### src/rtl/seg_scan_driver.sv
// Time-multiplexed 7-segment scan driver: one digit lit per slot, dark guard at slot start, per-frame snapshot.
// Latency: outputs registered, one cycle after the edge that samples en; no backpressure, free-running once enabled.
module seg_scan_driver #(
    parameter int DIGIT_CNT   = 3,
    parameter int SCAN_DIV    = 50000,
    parameter int BLANK_CYC   = 500,
    parameter bit SEG_ACT_LOW = 1'b0,
    parameter bit DIG_ACT_LOW = 1'b0
) (
    input  logic                   clk,
    input  logic                   rst,
    input  logic                   en,
    input  logic [DIGIT_CNT*7-1:0] seg_in,
    input  logic [DIGIT_CNT-1:0]   dp_in,
    output logic [6:0]             seg_out,
    output logic                   dp_out,
    output logic [DIGIT_CNT-1:0]   dig_sel,
    output logic                   frame_done
);

    localparam int SW = $clog2(SCAN_DIV);
    localparam int DW = (DIGIT_CNT > 1) ? $clog2(DIGIT_CNT) : 1;
    localparam logic [SW-1:0] SLOT_LAST = SW'(SCAN_DIV - 1);
    localparam logic [SW-1:0] BLANK_AT  = SW'(BLANK_CYC);
    localparam logic [DW-1:0] DIG_LAST  = DW'(DIGIT_CNT - 1);

    typedef enum logic [1:0] {IDLE, BLANK, SHOW} state_t;

    state_t                 state, nxt_state;
    logic [SW-1:0]          slot_cnt, nxt_slot;
    logic [DW-1:0]          dig_idx, nxt_dig;
    logic [DIGIT_CNT*7-1:0] snap_seg, nxt_snap_seg;
    logic [DIGIT_CNT-1:0]   snap_dp, nxt_snap_dp;
    logic                   load;

    logic [6:0]             seg_q, seg_n;
    logic                   dp_q, dp_n;
    logic [DIGIT_CNT-1:0]   dig_q, dig_n;
    logic                   fd_q, fd_n;

    always_comb begin
        nxt_state = state;
        nxt_slot  = slot_cnt;
        nxt_dig   = dig_idx;
        load      = 1'b0;
        if (!en) begin
            nxt_state = IDLE;
            nxt_slot  = '0;
            nxt_dig   = '0;
        end else begin
            case (state)
                IDLE: begin
                    nxt_slot  = '0;
                    nxt_dig   = '0;
                    load      = 1'b1;
                    nxt_state = (BLANK_CYC == 0) ? SHOW : BLANK;
                end
                BLANK, SHOW: begin
                    if (slot_cnt == SLOT_LAST) begin
                        nxt_slot  = '0;
                        nxt_state = (BLANK_CYC == 0) ? SHOW : BLANK;
                        if (dig_idx == DIG_LAST) begin
                            nxt_dig = '0;
                            load    = 1'b1;
                        end else begin
                            nxt_dig = dig_idx + DW'(1);
                        end
                    end else begin
                        nxt_slot = slot_cnt + SW'(1);
                        if (state == BLANK && nxt_slot == BLANK_AT)
                            nxt_state = SHOW;
                    end
                end
                default: nxt_state = IDLE;
            endcase
        end
    end

    // Outputs are derived from next-state values so they register in step with the state they describe.
    always_comb begin
        nxt_snap_seg = load ? seg_in : snap_seg;
        nxt_snap_dp  = load ? dp_in  : snap_dp;
        seg_n = '0;
        dp_n  = 1'b0;
        dig_n = '0;
        for (int i = 0; i < DIGIT_CNT; i++) begin
            if (nxt_state == SHOW && nxt_dig == DW'(i)) begin
                seg_n    = nxt_snap_seg[i*7 +: 7];
                dp_n     = nxt_snap_dp[i];
                dig_n[i] = 1'b1;
            end
        end
        fd_n = (nxt_state != IDLE) && (nxt_slot == SLOT_LAST) && (nxt_dig == DIG_LAST);
    end

    always_ff @(posedge clk or posedge rst) begin
        if (rst) begin
            state    <= IDLE;
            slot_cnt <= '0;
            dig_idx  <= '0;
            snap_seg <= '0;
            snap_dp  <= '0;
            seg_q    <= '0;
            dp_q     <= 1'b0;
            dig_q    <= '0;
            fd_q     <= 1'b0;
        end else begin
            state    <= nxt_state;
            slot_cnt <= nxt_slot;
            dig_idx  <= nxt_dig;
            snap_seg <= nxt_snap_seg;
            snap_dp  <= nxt_snap_dp;
            seg_q    <= seg_n;
            dp_q     <= dp_n;
            dig_q    <= dig_n;
            fd_q     <= fd_n;
        end
    end

    assign seg_out    = seg_q ^ {7{SEG_ACT_LOW}};
    assign dp_out     = dp_q ^ SEG_ACT_LOW;
    assign dig_sel    = dig_q ^ {DIGIT_CNT{DIG_ACT_LOW}};
    assign frame_done = fd_q;

endmodule

### config.mk
export PLATFORM = sky130hd
export DESIGN_NAME = seg_scan_driver
export DESIGN_NICKNAME = d
export VERILOG_FILES = /design/src/rtl/seg_scan_driver.sv
export SDC_FILE = /design/constraint.sdc
export NUM_CORES = 1
export LEC_CHECK = 0
export CORE_AREA = 2 2 83 85
export CTS_CLUSTER_DIAMETER = 80
export DETAILED_ROUTE_END_ITERATION = 12
export DIE_AREA = 0 0 85 87
export PLACE_DENSITY = 0.72
export SLEW_MARGIN = 30
export SYNTH_ARGS = -nofsm -noshare
export SYNTH_HDL_FRONTEND = slang
export SYNTH_SLANG_ARGS = --single-unit
export TNS_END_PERCENT = 100
### constraint.sdc
create_clock -name clk -period 3.4 [get_ports clk]
set_clock_uncertainty 0.2 [all_clocks]
set_input_delay 0.68 -clock clk [delete_from_list [all_inputs] [get_ports clk]]
set_output_delay 0.68 -clock clk [all_outputs]
set_load 0.005 [all_outputs]
==> results of run 1 <==
critical path, cell delays in order (launching register included):
cell       delay [ns]
dfrtp_1          0.48
or4b_4           0.61
or4_1            0.68
o21ai_0          0.22
nand2_1          0.09
nor2_2           0.38
a2bb2oi_1        0.25
a21boi_1         0.09
registers in the layout, indices dropped and copies added (netlist names):
register / count
snap_seg: 21
slot_cnt: 16
seg_out: 7
dig_sel: 3
snap_dp: 3
dig_idx: 2
state: 2
dp_out: 1
frame_done: 1
per-stage QoR:
stage / hold WS [ns] / instance area (µm²) / util / setup slack, ns
2_1_floorplan: 0.247 / 3130 / - / 0.568
3_3_place_gp: 0.268 / 3580 / 0.545 / 0.373
3_5_place_dp: 0.270 / 3580 / 0.545 / 0.320
4_1_cts: 0.294 / 3670 / 0.558 / 0.318
5_1_grt: 0.311 / 3670 / 0.558 / 0.112
6_report: 0.292 / 3670 / 0.558 / 0.309
path summary, 6_finish.rpt:
check | from | endpoint | slack (ns)
max reg2reg | slot_cnt[10] | dp_out | 0.31
max | slot_cnt[10] | dp_out | 0.31
min reg2reg | snap_seg[4] | snap_seg[4] | 0.29
min | snap_seg[4] | snap_seg[4] | 0.29
max in group asynchronous | rst | slot_cnt[12] | 1.90
min in group asynchronous | rst | snap_seg[12] | 0.48
cell families after synthesis:
family | after synthesis | share of synthesized area
AND/OR/NAND/NOR | 105 | 0.212
multiplexers | 25 | 0.0868
AO/OA/AOI/OAI | 67 | 0.158
flip-flops | 56 | 0.448
buffers and inverters | 35 | 0.0532
XOR/XNOR | 8 | 0.0224
adder cells (fa/ha/maj) | 5 | 0.0200
layer usage:
layer | part of all wire | vias up
li1 | - | 1170
met1 | 0.46 | 1192
met5 | 0 | -
met3 | 0.038 | 8
met4 | 0.014 | 0
met2 | 0.49 | 65
final cells by class:
class	instances	area [µm²]	area share
clock buffer	6	72.6	0.0198
timing repair buffer	50	470	0.128
multi-input combinational	210	1560	0.426
inverter	12	45.0	0.0123
tap	80	100	0.0273
clock inverter	2	16.3	0.00444
sequential	56	1400	0.382
synth_stat cells (6+ instances only):
library cell	n	area [µm²]
dfrtp_1	56	1400
a21oi_1	8	40.0
nor2b_1	6	37.5
and2_1	9	56.3
clkbuf_1	15	56.3
mux2i_1	8	80.1
and3_1	8	50.1
nand2_1	13	48.8
nand4_1	9	56.3
nand3_1	18	90.1
inv_1	12	45.0
a2bb2oi_1	8	70.1
nor2_1	9	33.8
o21ai_0	11	55.1
mux2_1	6	67.6
a21boi_1	8	60.1
mux2_2	11	124
power breakdown:
group | switching [mW] | internal, mW | total (mW)
combinational | 0.104 | 0.106 | 0.210
sequential | 0.0180 | 0.721 | 0.739
clock | 0.221 | 0.147 | 0.368
total | 0.343 | 0.974 | 1.32
==> flow_summary.ini, run 1 <==
[outcome]
status = finished, final reports clean

[die]
fp.dieH_um = 87
die_w_um = 85
die-area_mm2 = 0.00740
row_count = 30
start_util = 0.476
core_area_mm2 = 0.00657
io_pins = 39

[clock_tree]
h-tree-depth = 2
clk_transition_reported_paths_ns = 0.10
cts_buffers = 5
insertion_delay_ns = 0.32
post_cts_resized = 0
cts_tree = done
cts_hold_buf = 0
clk_path_buf_depth = 2
post_cts_buffers = 0
root_buffer = clkbuf_8
clock_sinks = 56

[layout]
nFillCells = 580
area_growth_pct = 17.2
antenna_cells = 0
final_cells = 416
final_common_cell = dfrtp_1
final_cell_mix = dfrtp_1, clkdlybuf4s50_1, nand3_1
drive_gt1_frac = 0.134
layout.nets = 367

[global_route]
antenna_found_initial = 0
grt_first_pass_wirelength_mm = 11.6
grt-ovfl-total = 0
grt-busiest-layer = met2
grt_pass1_vias = 2306
track_usage = 0.194
grt_max_degree = 34
gr-usage-met1 = 0.273
use_met2 = 0.315
use_met3 = 0.0303

[critical_path]
end_kind = flop
cp-start-kind = flop
path_class = flop to flop
cp_data_arrival_time_ns = 3.10
reg2reg_depth = 7
path_max_fanout = 10
critPathRequiredTime_ns = 3.41

[timing]
timing.setup.tns_ns = 0
maxSlewHeadroom = 0.609
max_freq_mhz = 323
slew_viol_final = 0
hold_viol_final = 0
min_period_ns = 3.09
rsz0062_at_grt = false
tightestPinTransition_ns = 0.581
finalSetupViolCount = 0
min_period_over_period = 0.909

[drt]
wl_mm = 6.85
wire_per_inst_um = 16.5
firstDrtPassIters = 4
num_vias = 2435
drc = 0
viasPerCell = 5.85
ant_nets = 0
dr.first_iter.drc_count = 189

[yosys]
syn_inst = 301
synth_seq_cells = 56
synth_flop_cell = dfrtp_1
synthesis.nets = 333
ys_seq_area_frac = 0.448
synthArstFlopShare = 1.00
synth.avg_cell_area_um2 = 10.4
synth_area_mm2 = 0.00313
synth_cell_types = 62
synth_edf_count = 0
ys_warn_count = 0

[power_and_ir_drop]
power_mw = 1.32
power.density_mw_per_mm2 = 359
p_leak_nw = 1.55
vdd_drop_max_v = 0.000231

[hold_path]
whs_path_depth = 2
hold_path.class = flop to flop

[placement]
place_inst = 408
place.gp.congestion = 0.920
dp_hpwl_mm = 4.84
io_buffers = 38

[run]
cap_violations = 0
No activity file was read; power rests on OpenSTA's default activity.
==> run 2, diff against run 1 <==
==> constraint.sdc (replaced) <==
create_clock -name clk -period 3.9 [get_ports clk]
set_clock_uncertainty 0.2 [all_clocks]
set_input_delay 0.78 -clock clk [delete_from_list [all_inputs] [get_ports clk]]
set_output_delay 0.78 -clock clk [all_outputs]
set_load 0.005 [all_outputs]
==> run 2 against run 1 <==
Cell area is 1.7% lower; non-clock buffer count shrank 8; power decreased by 13%; core utilization fell by 0.95 points; critical path depth up 1; routed wire length rose by 1.1%; hold slack got worse by 0.0036 ns; fmax shrank 3.8%; critical endpoint is now seg_out[2]; highest routed layer unchanged.
==> flow_summary.ini, run 2 (synthesis gave the netlist of run 1 again) <==
[power_and_ir_drop]
p_leak_nw = 1.51
vdd_drop_max_v = 0.000152
power.density_mw_per_mm2 = 320

[clock_tree]
clock_sinks = 56
h-tree-depth = 2
clk_path_buf_depth = 2
cts_tree = done
clk_transition_reported_paths_ns = 0.10
post_cts_resized = 0
post_cts_buffers = 0
insertion_delay_ns = 0.31
cts_hold_buf = 0
root_buffer = clkbuf_8
cts_buffers = 5

[critical_path]
end_kind = flop
r2r_start = slot_cnt[10]
path_class = flop to flop
cp_data_arrival_time_ns = 3.22
slowest_delay_ns = 0.61
reg2reg_depth = 8
r2r_slack_ns = 0.69
r2r-end = seg_out[2]
path_max_fanout = 24
cp-start-kind = flop
path_cells = or4b_4 -> nor4_4 -> a31oi_2 -> nor2_4 -> buf_4 -> mux2_2 -> a2bb2oi_1 -> a21boi_1
worst_path_max_delay_cell = or4b_4
critPathRequiredTime_ns = 3.91

[drt]
dr.first_iter.drc_count = 197
viasPerCell = 5.94
drc = 0
firstDrtPassIters = 5
num_vias = 2424
wire_per_inst_um = 17.0
wl_mm = 6.93
ant_nets = 0

[timing]
max_freq_mhz = 311
slew_viol_final = 0
finalSetupViolCount = 0
maxSlewHeadroom = 0.547
min_period_ns = 3.21
hold_viol_final = 0
min_period_over_period = 0.824
timing.setup.tns_ns = 0
rsz0062_at_grt = false
hold_ws_ns = 0.288
tightestPinTransition_ns = 0.679

[die]
fp.dieH_um = 87
start_util = 0.476
row_count = 30
io_pins = 39
core_area_mm2 = 0.00657
die-area_mm2 = 0.00740
die_w_um = 85

[placement]
place.gp.congestion = 0.883
io_buffers = 38
dp_hpwl_mm = 4.73
place_inst = 400
dpl_cell_area_mm2 = 0.00352

[layout]
drive_gt1_frac = 0.113
finish.instance_area_mm2 = 0.00360
final_cell_mix = dfrtp_1, clkdlybuf4s50_1, nand3_1
top_register = snap_seg
final_cells = 408
layout.nets = 359
nFillCells = 590
final_common_cell = dfrtp_1
antenna_cells = 0
largest_reg_flops = 21
area_growth_pct = 15.2

[global_route]
grt_pass1_vias = 2280
grt_max_degree = 36
grt_first_pass_wirelength_mm = 11.3
track_usage = 0.190
grt-ovfl-total = 0
antenna_found_initial = 0

[run]
cap_violations = 0

[hold_path]
hp-start = snap_seg[0]
min_to = snap_seg[0]
whs_path_depth = 2
hold_path.class = flop to flop

[outcome]
status = finished, final reports clean
[run 2: cell types whose count changed in the layout (fill, tap and decap cells not counted)]
cell        change
buf_4           -8
clkinv_2        +1
clkinv_4        -1
clkinvlp_4      -1
inv_6           +1
[run 2: worst max path at each step]
| stage | start | to | slack (ns) | depth (start not counted) |
|---|---|---|---|---|
| 2_1_floorplan | slot_cnt[10] | seg_out[1] | 1.07 | 9 |
| 3_3_place_gp | slot_cnt[10] | dp_out | 0.80 | 8 |
| 3_5_place_dp | slot_cnt[10] | seg_out[6] | 0.71 | 8 |
| 4_1_cts | slot_cnt[10] | seg_out[6] | 0.70 | 8 |
| 5_1_grt | slot_cnt[10] | seg_out[6] | 0.52 | 8 |
| 6_report | slot_cnt[10] | seg_out[2] | 0.69 | 8 |
[run 2: final cells by class]
| cell class | instances | area, µm² | area share |
|---|---|---|---|
| flip-flops and latches | 56 | 1400 | 0.389 |
| multi-input cells | 210 | 1560 | 0.433 |
| clock buffers | 6 | 72.6 | 0.0201 |
| clock inverters | 2 | 13.8 | 0.00382 |
| well taps | 80 | 100 | 0.0278 |
| repair buffers | 42 | 410 | 0.114 |
| inverters | 12 | 45.0 | 0.0125 |
[run 2: worst max-delay path: cells and delay by family (launching register included)]
family,cells,cell delay (ns)
buffers and inverters,1,0.34
AOI/OAI and AO/OA,3,0.44
muxes,1,0.40
and+or+nand+nor,3,1.22
DFF,1,0.49
[run 2: stage by stage]
| stage | setup slack [ns] | power, mW | util |
|---|---|---|---|
| final | 0.688 | 1.15 | 0.549 |
| after detailed placement | 0.715 | 0.837 | 0.536 |
| after global placement | 0.802 | 0.829 | 0.536 |
| after floorplan | 1.07 | 0.778 | - |
| after global routing | 0.521 | 1.20 | 0.549 |
| after CTS | 0.699 | 1.16 | 0.549 |
[run 2: report_power, final]
group | internal (mW) | leakage [nW] | switching (mW)
clock | 0.129 | 0.0456 | 0.199
combinational | 0.0888 | 0.739 | 0.0913
sequential | 0.629 | 0.725 | 0.0156
[run 2: layer usage]
metal,vias up,share of wire,global-route usage,wire length (µm)
met1,1181,0.47,0.274,3290
met2,76,0.47,0.297,3250
met3,15,0.037,0.0322,259
met5,-,0,0,0
met4,0,0.019,0.0577,129
li1,1152,-,-,-
